## config.mk

```make
export PLATFORM = sky130hd
export DESIGN_NAME = key_entry_buffer
export DESIGN_NICKNAME = d
export VERILOG_FILES = /design/src/rtl/key_entry_buffer.sv
export SDC_FILE = /design/constraint.sdc
export NUM_CORES = 1
export LEC_CHECK = 0
export ABC_AREA = 1
export BUFFER_PORTS_ARGS = -buffer_cell sky130_fd_sc_hd__buf_2
export CAP_MARGIN = 20
export CORE_MARGIN = 2
export CORE_UTILIZATION = 35
export DETAILED_ROUTE_END_ITERATION = 16
export PLACE_DENSITY = 0.65
export SETUP_SLACK_MARGIN = 0.3
export SLEW_MARGIN = 20
export SYNTH_ARGS = -nofsm -noshare
export SYNTH_HDL_FRONTEND = slang
export SYNTH_SLANG_ARGS = --single-unit
```

## constraint.sdc

```tcl
create_clock -name clk -period 2.15 [get_ports clk]
set_input_delay 0.645 -clock clk [delete_from_list [all_inputs] [get_ports clk]]
set_output_delay 0.645 -clock clk [all_outputs]
set_load 0.005 [all_outputs]
```

## src/rtl/key_entry_buffer.sv

```systemverilog
`default_nettype none
// ============================================================================
//  Module      : key_entry_buffer
//  Description : Collects BCD digits from the keypad encoder into an M:SS
//                entry register, optionally normalizes seconds-tens 6..9 into
//                minutes, and offers the result to the countdown timer over a
//                valid/ready handshake.
//  Revision    : 1.0  initial release
// ============================================================================
module key_entry_buffer #(
    parameter int MAX_MIN   = 9,
    parameter bit NORMALIZE = 1'b1
) (
    input  logic       clk,
    input  logic       resetn,
    input  logic [3:0] data,
    input  logic       load,
    input  logic       clear,
    input  logic       commit,
    input  logic       out_ready,
    output logic       out_valid,
    output logic [3:0] mn,
    output logic [3:0] sd,
    output logic [3:0] su,
    output logic [1:0] count,
    output logic       entry_err
);

    typedef enum logic [0:0] {
        ST_ENTRY = 1'b0,
        ST_OFFER = 1'b1
    } state_t;

    localparam logic [3:0] c_max_min  = 4'(MAX_MIN);
    localparam logic [3:0] c_max_bcd  = 4'd9;
    localparam logic [3:0] c_six      = 4'd6;
    localparam logic [1:0] c_cnt_full = 2'd3;

    state_t     r_state;
    logic       r_load_q;
    logic       r_armed;
    logic [3:0] r_mn;
    logic [3:0] r_sd;
    logic [3:0] r_su;
    logic [1:0] r_count;
    logic       r_out_valid;
    logic       r_entry_err;

    logic       w_accept;
    logic       w_commit_go;
    logic [1:0] w_count_inc;
    logic [4:0] w_mn_ext;
    logic [3:0] w_norm_mn;
    logic [3:0] w_norm_sd;
    logic [3:0] w_norm_su;

    // A strobe is the first clk of a load high period. The armed bit keeps a
    // load that was already high across reset release from counting as one.
    assign w_accept    = load & ~r_load_q & r_armed;
    assign w_commit_go = commit & (r_count != 2'd0);
    assign w_count_inc = (r_count == c_cnt_full) ? c_cnt_full : r_count + 2'd1;

    // Fold seconds-tens overflow into minutes and saturate above MAX_MIN.
    always_comb begin
        w_mn_ext  = {1'b0, r_mn};
        w_norm_mn = r_mn;
        w_norm_sd = r_sd;
        w_norm_su = r_su;
        if (NORMALIZE) begin
            if (r_sd >= c_six) begin
                w_norm_sd = r_sd - c_six;
                w_mn_ext  = {1'b0, r_mn} + 5'd1;
            end
            if (w_mn_ext > {1'b0, c_max_min}) begin
                w_norm_mn = c_max_min;
                w_norm_sd = 4'd5;
                w_norm_su = 4'd9;
            end else begin
                w_norm_mn = w_mn_ext[3:0];
            end
        end
    end

    // Track the previous load level and arm strobes once load has been low.
    always_ff @(posedge clk or negedge resetn) begin
        if (!resetn) begin
            r_load_q <= 1'b0;
            r_armed  <= 1'b0;
        end else begin
            r_load_q <= load;
            if (!load) begin
                r_armed <= 1'b1;
            end
        end
    end

    // Entry / offer state machine with registered digit and handshake outputs.
    always_ff @(posedge clk or negedge resetn) begin
        if (!resetn) begin
            r_state     <= ST_ENTRY;
            r_mn        <= 4'd0;
            r_sd        <= 4'd0;
            r_su        <= 4'd0;
            r_count     <= 2'd0;
            r_out_valid <= 1'b0;
            r_entry_err <= 1'b0;
        end else if (clear) begin
            r_state     <= ST_ENTRY;
            r_mn        <= 4'd0;
            r_sd        <= 4'd0;
            r_su        <= 4'd0;
            r_count     <= 2'd0;
            r_out_valid <= 1'b0;
            r_entry_err <= 1'b0;
        end else begin
            case (r_state)
                ST_ENTRY: begin
                    if (w_commit_go) begin
                        // Commit wins over a same-cycle strobe; the digit is dropped.
                        r_mn        <= w_norm_mn;
                        r_sd        <= w_norm_sd;
                        r_su        <= w_norm_su;
                        r_out_valid <= 1'b1;
                        r_state     <= ST_OFFER;
                    end else if (w_accept) begin
                        if (data <= c_max_bcd) begin
                            r_mn    <= r_sd;
                            r_sd    <= r_su;
                            r_su    <= data;
                            r_count <= w_count_inc;
                        end else begin
                            r_entry_err <= 1'b1;
                        end
                    end
                end
                ST_OFFER: begin
                    if (out_ready) begin
                        r_mn        <= 4'd0;
                        r_sd        <= 4'd0;
                        r_su        <= 4'd0;
                        r_count     <= 2'd0;
                        r_out_valid <= 1'b0;
                        r_state     <= ST_ENTRY;
                    end
                end
                default: begin
                    r_state <= ST_ENTRY;
                end
            endcase
        end
    end

    assign out_valid = r_out_valid;
    assign mn        = r_mn;
    assign sd        = r_sd;
    assign su        = r_su;
    assign count     = r_count;
    assign entry_err = r_entry_err;

endmodule
`default_nettype wire
```

# Word level (Yosys, flattened, before mapping)

Index checks and enable logic that the tools add are counted.
Widths: inputs -> output; s select.

Register bits: 19
Bits of input ports: 10
Output and inout bits: 16
Logic and storage cells: 82

$add $sub $neg: 3
Magnitude comparators: 3
Equality and inequality tests: 13
Muxes and demuxes: 41
Bitwise logic cells: 5
Reductions and logical operators: 8

Operator list:

| operator            | count |
|---|---|
| $mux 4              | 17 |
| $pmux 4 s2          | 3 |
| $reduce_and 4->1    | 4 |
| $ne 3x3->1 const B  | 5 |
| $mux 2              | 6 |
| $ne 4x4->1 const B  | 3 |
| $mux 1              | 11 |
| $ne 2x2->1 const B  | 3 |
| $add 4x1->5 const B | 1 |
| $gt 5x4->1 const B  | 1 |
| $mux 5              | 1 |
| $ne 5x5->1 const B  | 1 |
| $ge 4x3->1 const B  | 1 |
| $le 4x4->1 const B  | 1 |
| $pmux 1 s2          | 2 |
| $pmux 2 s2          | 1 |
| $reduce_bool 2->1   | 2 |
| $sub 4x3->4 const B | 1 |
| $and 1x1->1         | 3 |
| $reduce_and 3->1    | 1 |
| $add 2x1->2 const B | 1 |
| $eq 2x2->1 const B  | 1 |
| $not 1->1           | 2 |
| $reduce_and 2->1    | 1 |

# Depth between registers and ports, before layout

Depth after elaboration: 7
Mapped depth: 13
Mapped depth without buffers: 13

# Worst setup path after synthesis

No wires, ideal clock.

Kind: input-to-reg
Start: input commit
End: register r_sd[1], in the netlist sd[1]
Setup time: 0.117 ns
Arrival time: 1.413 ns
Data required time: 2.033 ns
Slack: 0.621 ns
Stages on the path: 10
Buffers on the path: 1
Cells stage by stage: inv_2 nor2_4 nor2_8 nand2_4 nand2_4 nand2_4 nand2_2 buf_6 nand3_1 nand2_1

Cells in the longest elaborated chain, start to end: 4
Elaborated cells on any way between the ends: 8
Those cells by class: eq/ne (3); mux (3); bitwise (1); reduce/logical (1)

RTL lines:

| item                 | RTL line | text |
|---|---|---|
| start, declared      | 19       | `input logic commit,` |
| $and 1x1->1 (*)      | 60       | `assign w_commit_go = commit & (r_count != 2'd0);` |
| $mux 4               | 118      | `if (w_commit_go) begin` |
| $pmux 4 s2           | 116      | `case (r_state)` |
| $mux 4               | 107      | `end else if (clear) begin` |
| end signal, assigned | 121      | `r_sd <= w_norm_sd;` |
| end signal, assigned | 128      | `r_sd <= r_su;` |
| end, declared        | 43       | `logic [3:0] r_sd;` |

Mark *: on every way between the ends. The rest lies on a longest branch, timed or not.
A chain may end at the register's enable or synchronous reset.

# Final worst setup path

Start: register r_mn[0], in the netlist mn[0]
End: register r_sd[1], in the netlist sd[1]

Cells in the longest elaborated chain, start to end: 7
Elaborated cells on any way between the ends: 9
Those cells by class: add/sub (1); order compare (1); eq/ne (1); mux (5); reduce/logical (1)

RTL lines:

| item                   | RTL line | text |
|---|---|---|
| start, declared        | 42       | `logic [3:0] r_mn;` |
| start signal, assigned | 120      | `r_mn <= w_norm_mn;` |
| start signal, assigned | 127      | `r_mn <= r_sd;` |
| $add 4x1->5            | 72       | `w_mn_ext = {1'b0, r_mn} + 5'd1;` |
| $mux 5 (*)             | 70       | `if (r_sd >= c_six) begin` |
| $gt 5x4->1 (*)         | 74       | `if (w_mn_ext > {1'b0, c_max_min}) begin` |
| $mux 4                 | 74       |  |
| $mux 4                 | 118      |  |
| $pmux 4 s2             | 116      |  |
| $mux 4                 | 107      |  |

Marks and branches as above.

==> results list <==
- Outcome: finished, final reports clean
* Drt wl/cell: about 11 µm
* Number of buffers inserted by hold repair at cts: 0
* Number of buffers created by CTS: 3
- Switching power of the nets: slightly above 800 µW
* Antenna diode count: 0
- The cell area that synthesis handed to floorplanning was 0.00122 mm².
* Top Ports: 26
- The max-slew violation count is 0.
- For the worst-skew pair, the clock arrives at the later sink with an insertion delay of ~0.31 ns.
* Maximum clock insertion buffer count: 2
- Type of element launching the critical path: register
- The floorplan has 21 rows.
* Violation count after the first detailed-routing iteration: 61
- Once the floorplan was initialized, standard cells occupied between 30 and 40% of the core.
- At the end of the flow, the number of nets in the layout was roughly 200.
- Most common library cell in the layout ignoring fill and taps: sky130_fd_sc_hd__nand2_1
- Commonest cells after routing, fill and taps aside: sky130_fd_sc_hd__nand2_1, sky130_fd_sc_hd__buf_2, sky130_fd_sc_hd__dfrtp_1
- Final design area excluding fillers: around 0.0014 mm²
- Clock network power share: between 10 and 15%
- Yosys warns: 0
* # fillers: 361
* Met2 track utilization from global routing: 25.5%
* Total Routed Length: 2660 µm
- Aggregate negative setup slack: 0 ns
- Area inside the core boundary: about 0.0033 mm²
- Cell area reported after detailed placement: about 0.0014 mm²
- For the finished layout, the period the worst path requires is approximately 1.7 ns.
- Crit end category: register
- Global-route track usage on met3: 3.75%
* Global routing met1 resource utilization: a little under a fifth
- Counting distinct cell types in the post-synthesis netlist gives 25.
* Buffers on Ports: 25
* Die footprint: approximately 0.004 mm²
- First-pass GRT wire length: roughly 4800 µm
* Combinational power share: roughly 52%
* Overflow after GRT: 0
- In the routed design, unresolved DRC markers number 0.
* Power share of the sequential group: between 30% and 40%
* Flip-flop and latch count after synthesis: 19
- Via count of the first global-routing pass: 1061
* Final hold violations: 0
* Number of sinks on the clock net: 19
- Measured against its own limit, the worst slew margin works out to a little under three quarters.
- Clock Pin Slew Worst Setup and Hold Paths: about 0.12 ns
- Cell internal power was estimated by the tool at around 880 µW.
* Total global routing track utilization: approximately 15%
- # Max-Cap Violations: 0
- Number of antenna violations at the first check in global routing: 0
- For this design the ratio of total power to cell area is ~1200 mW/mm².
- The critical path is of the reg2reg type.
- Setup repair after global routing could not meet its margin everywhere.
- Across all layers, the routed design uses ~1100 vias.
- Synthesized instance count: 165
- The floorplan step set the die height to 63.1 µm.
* Final setup violation count: 0
- Horiz. Die Dim: between 60 and 70 µm
- Crit Path Max Fanout: 12
- TritonCTS built the clock tree.
* Maximum number of pins on one net before global-route repair: 20
- Switch share: approximately half
- Once detailed placement completed, the half-perimeter wirelength came to roughly 2100 µm.
- Post-CTS timing repair inserted 0 buffers for setup.
* Leakage dissipation: slightly below 0.0008 µW
- # H-tree levels: 1
- Average instance area after synthesis: around 7.4 µm²
* Detailed-routing iteration count for the pre-antenna-repair pass: 4
* Part of the Yosys area used for sequential elements: approximately 40%
* Root Driver: sky130_fd_sc_hd__clkbuf_4
* Area Growth Syn to Fin: 17.0%
* Min-Delay Path Class: in2async
* Via-per-instance ratio: 4.60
- The worst path uses roughly 78% of the clock period.
- The design draws 1690 µW.
- Number of antenna-violating nets in the routed design: 0
- Setup Skew: between 0.008 and 0.009 ns
- In the final layout, the share of cells above drive strength 1 is 26.9%.
* Syn Nets: around 180
- Worst hold slack across all endpoints: 0.251 ns
* Worst-Margin Slew: around 0.42 ns
* Data arrival time of the critical path: 1.88 ns
- IR analysis of the VDD net gives a maximum drop of 0.000583 V.
* Data required time at the worst endpoint: around 2.4 ns
- Final core utilization: 42.8%
* Upper clock frequency limit: about 600 MHz
- The layer flagged by global routing as most heavily used is met2.
- Global placement routability congestion: around 0.87
## path summary, 6_finish.rpt
path,startpoint,endpoint,slack [ns],cells after the start
max in group asynchronous,resetn,mn[0],1.57,1
max reg2reg,mn[0],sd[1],0.48,13
max,mn[0],sd[1],0.48,13
min,resetn,su[1],0.25,1
min in group clk,load,r_load_q,0.46,1
min reg2reg,out_valid,out_valid,0.49,2
## power by group through the flow
stage,logic (µW),clock network [µW],registers (µW)
finish,883,187,624
global route,1010,207,643
CTS,879,196,624
detailed placement,873,0,632
global placement,874,0,635
floorplan,633,0,616
## area by class of cell
| class | count | area (µm²) | area share [%] |
|---|---|---|---|
| Clock buffer | 3 | 22.5 | 1.58 |
| Clock inverter | 1 | 5.00 | 0.350 |
| Inverter | 21 | 81.3 | 5.69 |
| Multi-Input combinational cell | 124 | 661 | 46.2 |
| Sequential cell | 19 | 477 | 33.4 |
| Tap cell | 46 | 57.6 | 4.03 |
| Timing Repair Buffer | 25 | 125 | 8.76 |
## routing by layer
layer	wire length, µm	vias up
li1	-	574
met1	1260	501
met2	1270	20
met3	105	4
met4	22	0
met5	0	-
## timing repair
item	in CTS	in global routing
hold endpoints to repair	0	0
gates resized for setup	0	3
endpoints found under the setup margin	0	10
## kinds of logic after synthesis
family	count (synthesis)	share of synthesized area [%]
buffers and inverters	22	7.58
AO/OA/AOI/OAI	15	6.66
AND/OR/NAND/NOR	105	43.3
XOR/XNOR	2	1.43
adder cells (fa/ha/maj)	2	2.05
flip-flops	19	38.9
## cell usage after synthesis (all sizes together)
master / instances / area [µm²]
a21oi: 1 / 5.00
inv: 21 / 81.3
nand3b: 1 / 7.51
ha: 2 / 25.0
xor2: 1 / 8.76
nand3: 16 / 92.6
dfrtp: 19 / 475
xnor2: 1 / 8.76
nor4: 1 / 6.26
nand2: 69 / 299
o21ai: 13 / 68.8
nand4: 2 / 12.5
buf: 1 / 11.3
nor2: 16 / 111
a22oi: 1 / 7.51
## sequential cells by signal, summed over array words and instances (netlist names)
signal     flops
sd             4
su             4
count          2
r_load_q       1
mn             4
r_state        1
out_valid      1
r_armed        1
entry_err      1
## stage by stage
step                      worst slack (ns)  std cells
after floorplan                      0.621        165
final                                0.476        239
after CTS                            0.393        239
after global routing                 0.278        239
after global placement               0.330        235
after detailed placement             0.317        235
## worst max-delay path, cell delays in order (launching register included)
cell and delay [ns]:
sky130_fd_sc_hd__dfrtp_2 0.47, sky130_fd_sc_hd__ha_1 0.25, sky130_fd_sc_hd__inv_1 0.06, sky130_fd_sc_hd__nand2_1 0.05, sky130_fd_sc_hd__nand2_1 0.06, sky130_fd_sc_hd__nand2_1 0.04, sky130_fd_sc_hd__nand2_1 0.11, sky130_fd_sc_hd__nand2_1 0.06
sky130_fd_sc_hd__nand2_1 0.06, sky130_fd_sc_hd__nand3_1 0.10, sky130_fd_sc_hd__nand2_4 0.15, sky130_fd_sc_hd__nand2_1 0.07, sky130_fd_sc_hd__nand2_1 0.06, sky130_fd_sc_hd__nand2_1 0.05
(Power assumes the default switching activity.)
